--- config.mk ---
export PLATFORM = sky130hd
export DESIGN_NAME = snake_body_engine
export DESIGN_NICKNAME = d
export VERILOG_FILES = /design/src/rtl/snake_body_engine.sv
export SDC_FILE = /design/constraint.sdc
export NUM_CORES = 1
export LEC_CHECK = 0
export CAP_MARGIN = 25
export CELL_PAD_IN_SITES_DETAIL_PLACEMENT = 1
export CELL_PAD_IN_SITES_GLOBAL_PLACEMENT = 1
export CORE_MARGIN = 5
export CORE_UTILIZATION = 35
export DETAILED_ROUTE_END_ITERATION = 8
export PLACE_DENSITY = 0.63
export SLEW_MARGIN = 20
export SYNTH_ARGS = -nofsm -noshare
export SYNTH_HDL_FRONTEND = slang
export SYNTH_SLANG_ARGS = --single-unit
--- constraint.sdc ---
create_clock -name CLK -period 32.2 [get_ports CLK]
set_input_delay 6.44 -clock CLK [delete_from_list [all_inputs] [get_ports CLK]]
set_output_delay 6.44 -clock CLK [all_outputs]
set_load 0.005 [all_outputs]
--- src/rtl/snake_body_engine.sv ---
// snake_body_engine: segment-array snake body, moved one cell per tick.
// Optional macro SNAKE_WALL_WRAP_EN: wrap at grid edges instead of wall death.
module snake_body_engine #(
  parameter int GRID_W   = 40,
  parameter int GRID_H   = 30,
  parameter int COL_BITS = 6,
  parameter int ROW_BITS = 5,
  parameter int MAX_LEN  = 32,
  parameter int INIT_LEN = 4,
  parameter int TICK_DIV = 25000000
) (
  input  logic                         CLK,
  input  logic                         RESET,
  input  logic [1:0]                   MASTER_STATE,
  input  logic [1:0]                   NAV_DIR,
  input  logic [COL_BITS-1:0]          FOOD_X,
  input  logic [ROW_BITS-1:0]          FOOD_Y,
  input  logic [COL_BITS-1:0]          QUERY_X,
  input  logic [ROW_BITS-1:0]          QUERY_Y,
  output logic [1:0]                   QUERY_HIT,
  output logic [COL_BITS-1:0]          HEAD_X,
  output logic [ROW_BITS-1:0]          HEAD_Y,
  output logic [$clog2(MAX_LEN+1)-1:0] LENGTH,
  output logic                         TARGET_REACHED,
  output logic                         COLLISION,
  output logic                         DEAD
);

  localparam int LEN_BITS = $clog2(MAX_LEN + 1);
  localparam int CNT_BITS = (TICK_DIV > 1) ? $clog2(TICK_DIV) : 1;

  localparam logic [1:0] MS_IDLE = 2'b00;
  localparam logic [1:0] MS_PLAY = 2'b01;

  typedef enum logic [1:0] {
    S_INIT,
    S_RUN,
    S_DEAD
  } state_t;

  state_t                state_q;
  logic [1:0]            dir_q;
  logic [CNT_BITS-1:0]   cnt_q;
  logic [LEN_BITS-1:0]   len_q;
  logic [COL_BITS-1:0]   segx_q [MAX_LEN];
  logic [ROW_BITS-1:0]   segy_q [MAX_LEN];
  logic                  tr_q;
  logic                  col_q;
  logic                  dead_q;
  logic [1:0]            hit_q;

  logic                  force_init;
  logic                  play;
  logic                  run_en;
  logic                  tick;
  logic [1:0]            dir_d;
  logic [COL_BITS-1:0]   nx;
  logic [ROW_BITS-1:0]   ny;
  logic                  wall;
  logic                  food_hit;
  logic                  self_hit;
  logic                  collide;
  logic                  q_head;
  logic                  q_body;

  assign force_init = RESET || (MASTER_STATE == MS_IDLE);
  assign play       = (MASTER_STATE == MS_PLAY);
  // The first PLAY cycle out of S_INIT already counts toward the first tick.
  assign run_en     = play && (state_q != S_DEAD);
  assign tick       = run_en && (cnt_q == CNT_BITS'(TICK_DIV - 1));
  assign dir_d      = (NAV_DIR == (dir_q ^ 2'b10)) ? dir_q : NAV_DIR;

  // Next head position and edge handling for the chosen direction
  always_comb begin
    nx   = segx_q[0];
    ny   = segy_q[0];
    wall = 1'b0;
    unique case (dir_d)
      2'b00: begin
        if (segy_q[0] == '0) begin
`ifdef SNAKE_WALL_WRAP_EN
          ny = ROW_BITS'(GRID_H - 1);
`else
          wall = 1'b1;
`endif
        end else begin
          ny = segy_q[0] - ROW_BITS'(1);
        end
      end
      2'b01: begin
        if (segx_q[0] == COL_BITS'(GRID_W - 1)) begin
`ifdef SNAKE_WALL_WRAP_EN
          nx = '0;
`else
          wall = 1'b1;
`endif
        end else begin
          nx = segx_q[0] + COL_BITS'(1);
        end
      end
      2'b10: begin
        if (segy_q[0] == ROW_BITS'(GRID_H - 1)) begin
`ifdef SNAKE_WALL_WRAP_EN
          ny = '0;
`else
          wall = 1'b1;
`endif
        end else begin
          ny = segy_q[0] + ROW_BITS'(1);
        end
      end
      2'b11: begin
        if (segx_q[0] == '0) begin
`ifdef SNAKE_WALL_WRAP_EN
          nx = COL_BITS'(GRID_W - 1);
`else
          wall = 1'b1;
`endif
        end else begin
          nx = segx_q[0] - COL_BITS'(1);
        end
      end
    endcase
  end

  // Food and body collision against the next head; tail counts only on growth
  always_comb begin
    food_hit = !wall && (nx == FOOD_X) && (ny == FOOD_Y);
    self_hit = 1'b0;
    for (int i = 0; i < MAX_LEN; i++) begin
      if (((i + 1 < int'(len_q)) ||
           (food_hit && (i + 1 == int'(len_q)))) &&
          (segx_q[i] == nx) && (segy_q[i] == ny)) begin
        self_hit = 1'b1;
      end
    end
    collide = wall || self_hit;
  end

  // Pixel-cell query against the active segments; head wins over body
  always_comb begin
    q_head = (segx_q[0] == QUERY_X) && (segy_q[0] == QUERY_Y);
    q_body = 1'b0;
    for (int i = 1; i < MAX_LEN; i++) begin
      if ((i < int'(len_q)) &&
          (segx_q[i] == QUERY_X) && (segy_q[i] == QUERY_Y)) begin
        q_body = 1'b1;
      end
    end
  end

  // Engine state machine: init, movement, growth, death and query register
  always_ff @(posedge CLK) begin
    tr_q  <= 1'b0;
    col_q <= 1'b0;
    if (force_init) begin
      state_q <= S_INIT;
      dir_q   <= 2'b01;
      cnt_q   <= '0;
      len_q   <= LEN_BITS'(INIT_LEN);
      dead_q  <= 1'b0;
      hit_q   <= 2'b00;
      for (int i = 0; i < MAX_LEN; i++) begin
        segx_q[i] <= COL_BITS'(GRID_W / 2 -
                     ((i < INIT_LEN) ? i : INIT_LEN - 1));
        segy_q[i] <= ROW_BITS'(GRID_H / 2);
      end
    end else begin
      hit_q <= q_head ? 2'b01 : (q_body ? 2'b10 : 2'b00);
      if (state_q == S_INIT && play) begin
        state_q <= S_RUN;
      end
      if (run_en) begin
        if (tick) begin
          cnt_q <= '0;
          dir_q <= dir_d;
          if (collide) begin
            col_q   <= 1'b1;
            dead_q  <= 1'b1;
            state_q <= S_DEAD;
          end else begin
            for (int i = MAX_LEN - 1; i > 0; i--) begin
              segx_q[i] <= segx_q[i-1];
              segy_q[i] <= segy_q[i-1];
            end
            segx_q[0] <= nx;
            segy_q[0] <= ny;
            if (food_hit) begin
              tr_q <= 1'b1;
              if (len_q != LEN_BITS'(MAX_LEN)) begin
                len_q <= len_q + LEN_BITS'(1);
              end
            end
          end
        end else begin
          cnt_q <= cnt_q + CNT_BITS'(1);
        end
      end
    end
  end

  assign QUERY_HIT      = hit_q;
  assign HEAD_X         = segx_q[0];
  assign HEAD_Y         = segy_q[0];
  assign LENGTH         = len_q;
  assign TARGET_REACHED = tr_q;
  assign COLLISION      = col_q;
  assign DEAD           = dead_q;

endmodule

==> metrics.txt <==
Critical Path RT between 30 and 40 ns; Slowest-stage cell, CP a2111oi_4; Multi-input gate area 14100 sq um; post-synthesis compound-gate area fraction 8.24%; clock slew at reported path FFs 0.06 ns; Wirelength per Cell 32.1 um; initial DRC count 2554; first-pass GRT wire length 162 mm; synthesized flop and latch total 392; crit-path max FO 68; CTS tree done; Fill cells roughly 8000; Reg2Reg Capture Point segy_q[1][62]; Mapped Cells 2561; Skew-Pair Late Insertion Delay 0.61 ns; CTS H-tree lvls 2; Hold Crit Class flip-flop to flip-flop; Initial DRT Pass Iterations 6; hold depth 2; post-CTS sizing 0; share of cells above drive strength 1 7.88%; Clock Path Buffers 3; simple-gate portion of the synthesized area 20.7%; xor and xnor area share after synthesis 22.7%; largest family of logic cells by synthesized area XOR/XNOR gates; CTS sink cnt 392; WP data arrival 13.80 ns; initial antenna violation count 7; area grow syn2layout 10.4%; antenna viol nets, final 0; Logic pwr share between 10% and 20%; Crit Reg-Reg Startpoint segy_q[0][0]; Detail Placement HPWL between 70 and 80 mm; outcome complete, no violations; top cells by count, synth 431 x xnor2_1, 352 x edfxtp_1, 243 x xor2_1; slowest stage delay, CP roughly 1.1 ns; ys async rst share 0%; r2r setup slk 23.40 ns; FF+latch area 11400 sq um; final weighted congestion in routability-driven placement 0.962; fin crit period 13.52 ns; post-synth net total 2600; cell taking the most area after synthesis edfxtp_1; Flop pwr share 44.1%; Root Buffer clkbuf_16; Fmax 0.0740 GHz; Setup Viol. Count Final 0; setup repair bufs after CTS 0; Max IR drop VDD roughly 0.033 mV; gr ovfl total 0; hold_sp DEAD; vias in the first global route 22300; Leak Pwr 0.00973 uW; Worst Max-Slew Pin Slew 1.30 ns; cts hold-fix bufs 0; Num CTS Buffers 47; CP startpoint kind primary input; Synth area leaders edfxtp_1 40%, xnor2_1 14%, xor2_1 8.0%; Final Max Tran Viols 0; internal power 1010 uW; type of destination of the critical path flip-flop; Fin. Hold Viols 0; dpl cells approximately 3400; DRC viols 0; syn avg cell area approximately 10 sq um; Non-Filler Instances around 3500; Core Rows 100; EDFF count, synth ~350; mux cell area share after synthesis 0.548%; Post-Route Setup TNS 0 ns; Tot GR Track Use between 20% and 30%; crit-path most repeated cell buf_4; IO Count 50; Most used DFF post-synth edfxtp_1; largest net degree at the start of global routing about 100; Worst Path Class, Setup primary input to flip-flop; critical path cell sequence clkdlybuf4s50_1, a2111oi_4, a22o_1, nand2b_2, xnor2_1, a2111oi_0, and4_1, o2bb2ai_1, a211oi_1, nand4_1, nor4_4, buf_4, nand2b_4, buf_4, buf_12; Die Ht 285 um; Hold Path End DEAD; yosys warns 0; Synth cell types approximately 110; Placeable Area around 75000 sq um; Via-to-Cell Ratio between 6 and 7; Synth top area share between 30% and 40%; Post-Syn Area 26500 sq um; Routed WL 113 mm; Die Wd roughly 280 um; Pwr per Cell Area between 40 and 50 nW/um^2; RSZ-0062 raised after global routing false; clock skew 0.0358 ns; Initial Util between 30 and 40%; Clk pwr share 37.9%; sw power 446 uW; final cycle utilization of the critical path a little over two fifths; PortBufs 49; sw frac 30.7%; Die ar. 81200 sq um; most frequent cell after synthesis xnor2_1; register area share after synthesis 43.0%; Max Cap Viol 0; Post-Synth Adder-Cell Area less than 1%; Worst R2R Path Depth 18; vias post-DR 21700; fin nets 2556; worst relative slew slack 12.4%
power groups by stage:
| stage | sequential, uW | combinational (uW) | clock, uW |
|---|---|---|---|
| after global placement | 647 | 248 | 0 |
| after detailed placement | 647 | 255 | 0 |
| after global routing | 640 | 273 | 580 |
| final | 640 | 262 | 550 |
| after CTS | 637 | 256 | 559 |
| after floorplan | 631 | 179 | 0 |
through the flow:
step | area (sq um) | total power (uW) | hold slack [ns] | util, % | worst slack (ns)
2_1_floorplan | 26500 | 810 | 0.431 | - | 13.23
3_3_place_gp | 27600 | 895 | 0.431 | 36.9 | 18.32
3_5_place_dp | 27600 | 902 | 0.461 | 36.9 | 18.10
4_1_cts | 29200 | 1450 | 0.471 | 39.0 | 18.71
5_1_grt | 29200 | 1490 | 0.488 | 39.1 | 18.53
6_report | 29200 | 1450 | 0.461 | 39.1 | 18.68
worst max-delay path, delay by kind of cell:
| family | cells | cell delay, ns |
|---|---|---|
| compound gates | 5 | 2.38 |
| simple gates | 5 | 2.67 |
| buf+inv | 4 | 1.99 |
| xor+xnor | 1 | 0.20 |
metal layers:
layer	part of all wire [%]	track usage [%]	wire length, um
met5	0	0	0
met4	4.4	10.2	4940
met3	8.8	4.34	9990
met2	45	42.6	50600
met1	42	37.0	47700
registers in the layout, indices dropped and copies added (netlist names):
register,cells
segx_q,192
segy_q,160
cnt_q,25
LENGTH,6
QUERY_HIT,2
dir_q,2
state_q,2
COLLISION,1
DEAD,1
TARGET_REACHED,1
cell type report:
cell class	count	area share, %
Antenna cell	1	0.00856
Clock buffer	60	4.37
Clock inverter	24	0.946
Inverter	28	0.360
Multi-Input combinational cell	1941	48.1
Sequential cell	392	38.9
Tap cell	969	4.15
Timing Repair Buffer	107	3.14
cell usage in the layout, fill, tap and decap left out, drive strengths merged, types with 17 or more instances in the layout:
master | netlist | routed
a211oi | 19 | 19
a21oi | 50 | 50
a31oi | 18 | 18
and3 | 168 | 168
buf | 109 | 70
clkbuf | 91 | 60
clkdlybuf4s50 | 0 | 37
clkinv | 0 | 18
dfxtp | 40 | 40
edfxtp | 352 | 352
inv | 28 | 28
nand2 | 87 | 87
nand2b | 186 | 186
nand3 | 77 | 77
nand4 | 91 | 91
nor2 | 105 | 105
nor3 | 61 | 61
nor4 | 83 | 83
o2111ai | 18 | 18
o211ai | 20 | 20
o21ai | 55 | 55
or3 | 17 | 17
xnor2 | 432 | 432
xor2 | 244 | 244
how the worst max path moves through the flow:
stage                    endpoint  startpoint
global route        segy_q[1][42]  NAV_DIR[1]
CTS                 segy_q[0][14]  NAV_DIR[1]
finish              segy_q[1][62]  NAV_DIR[1]
detailed placement  segx_q[0][16]  NAV_DIR[1]
floorplan            segx_q[0][0]  NAV_DIR[0]
global placement     segx_q[0][7]  NAV_DIR[1]
cell families (layout without fill, tap and decap cells):
| kind of cell | after synthesis | after routing |
|---|---|---|
| AOI/OAI and AO/OA | 294 | 294 |
| xor gates and xnor gates | 679 | 679 |
| adders and majority gates | 11 | 11 |
| buffers and inverters | 228 | 219 |
| DFF | 392 | 392 |
| muxes | 12 | 12 |
| other | 0 | 1 |
| and+or+nand+nor | 945 | 945 |
Note: power is estimated with default switching activity, not from simulation.
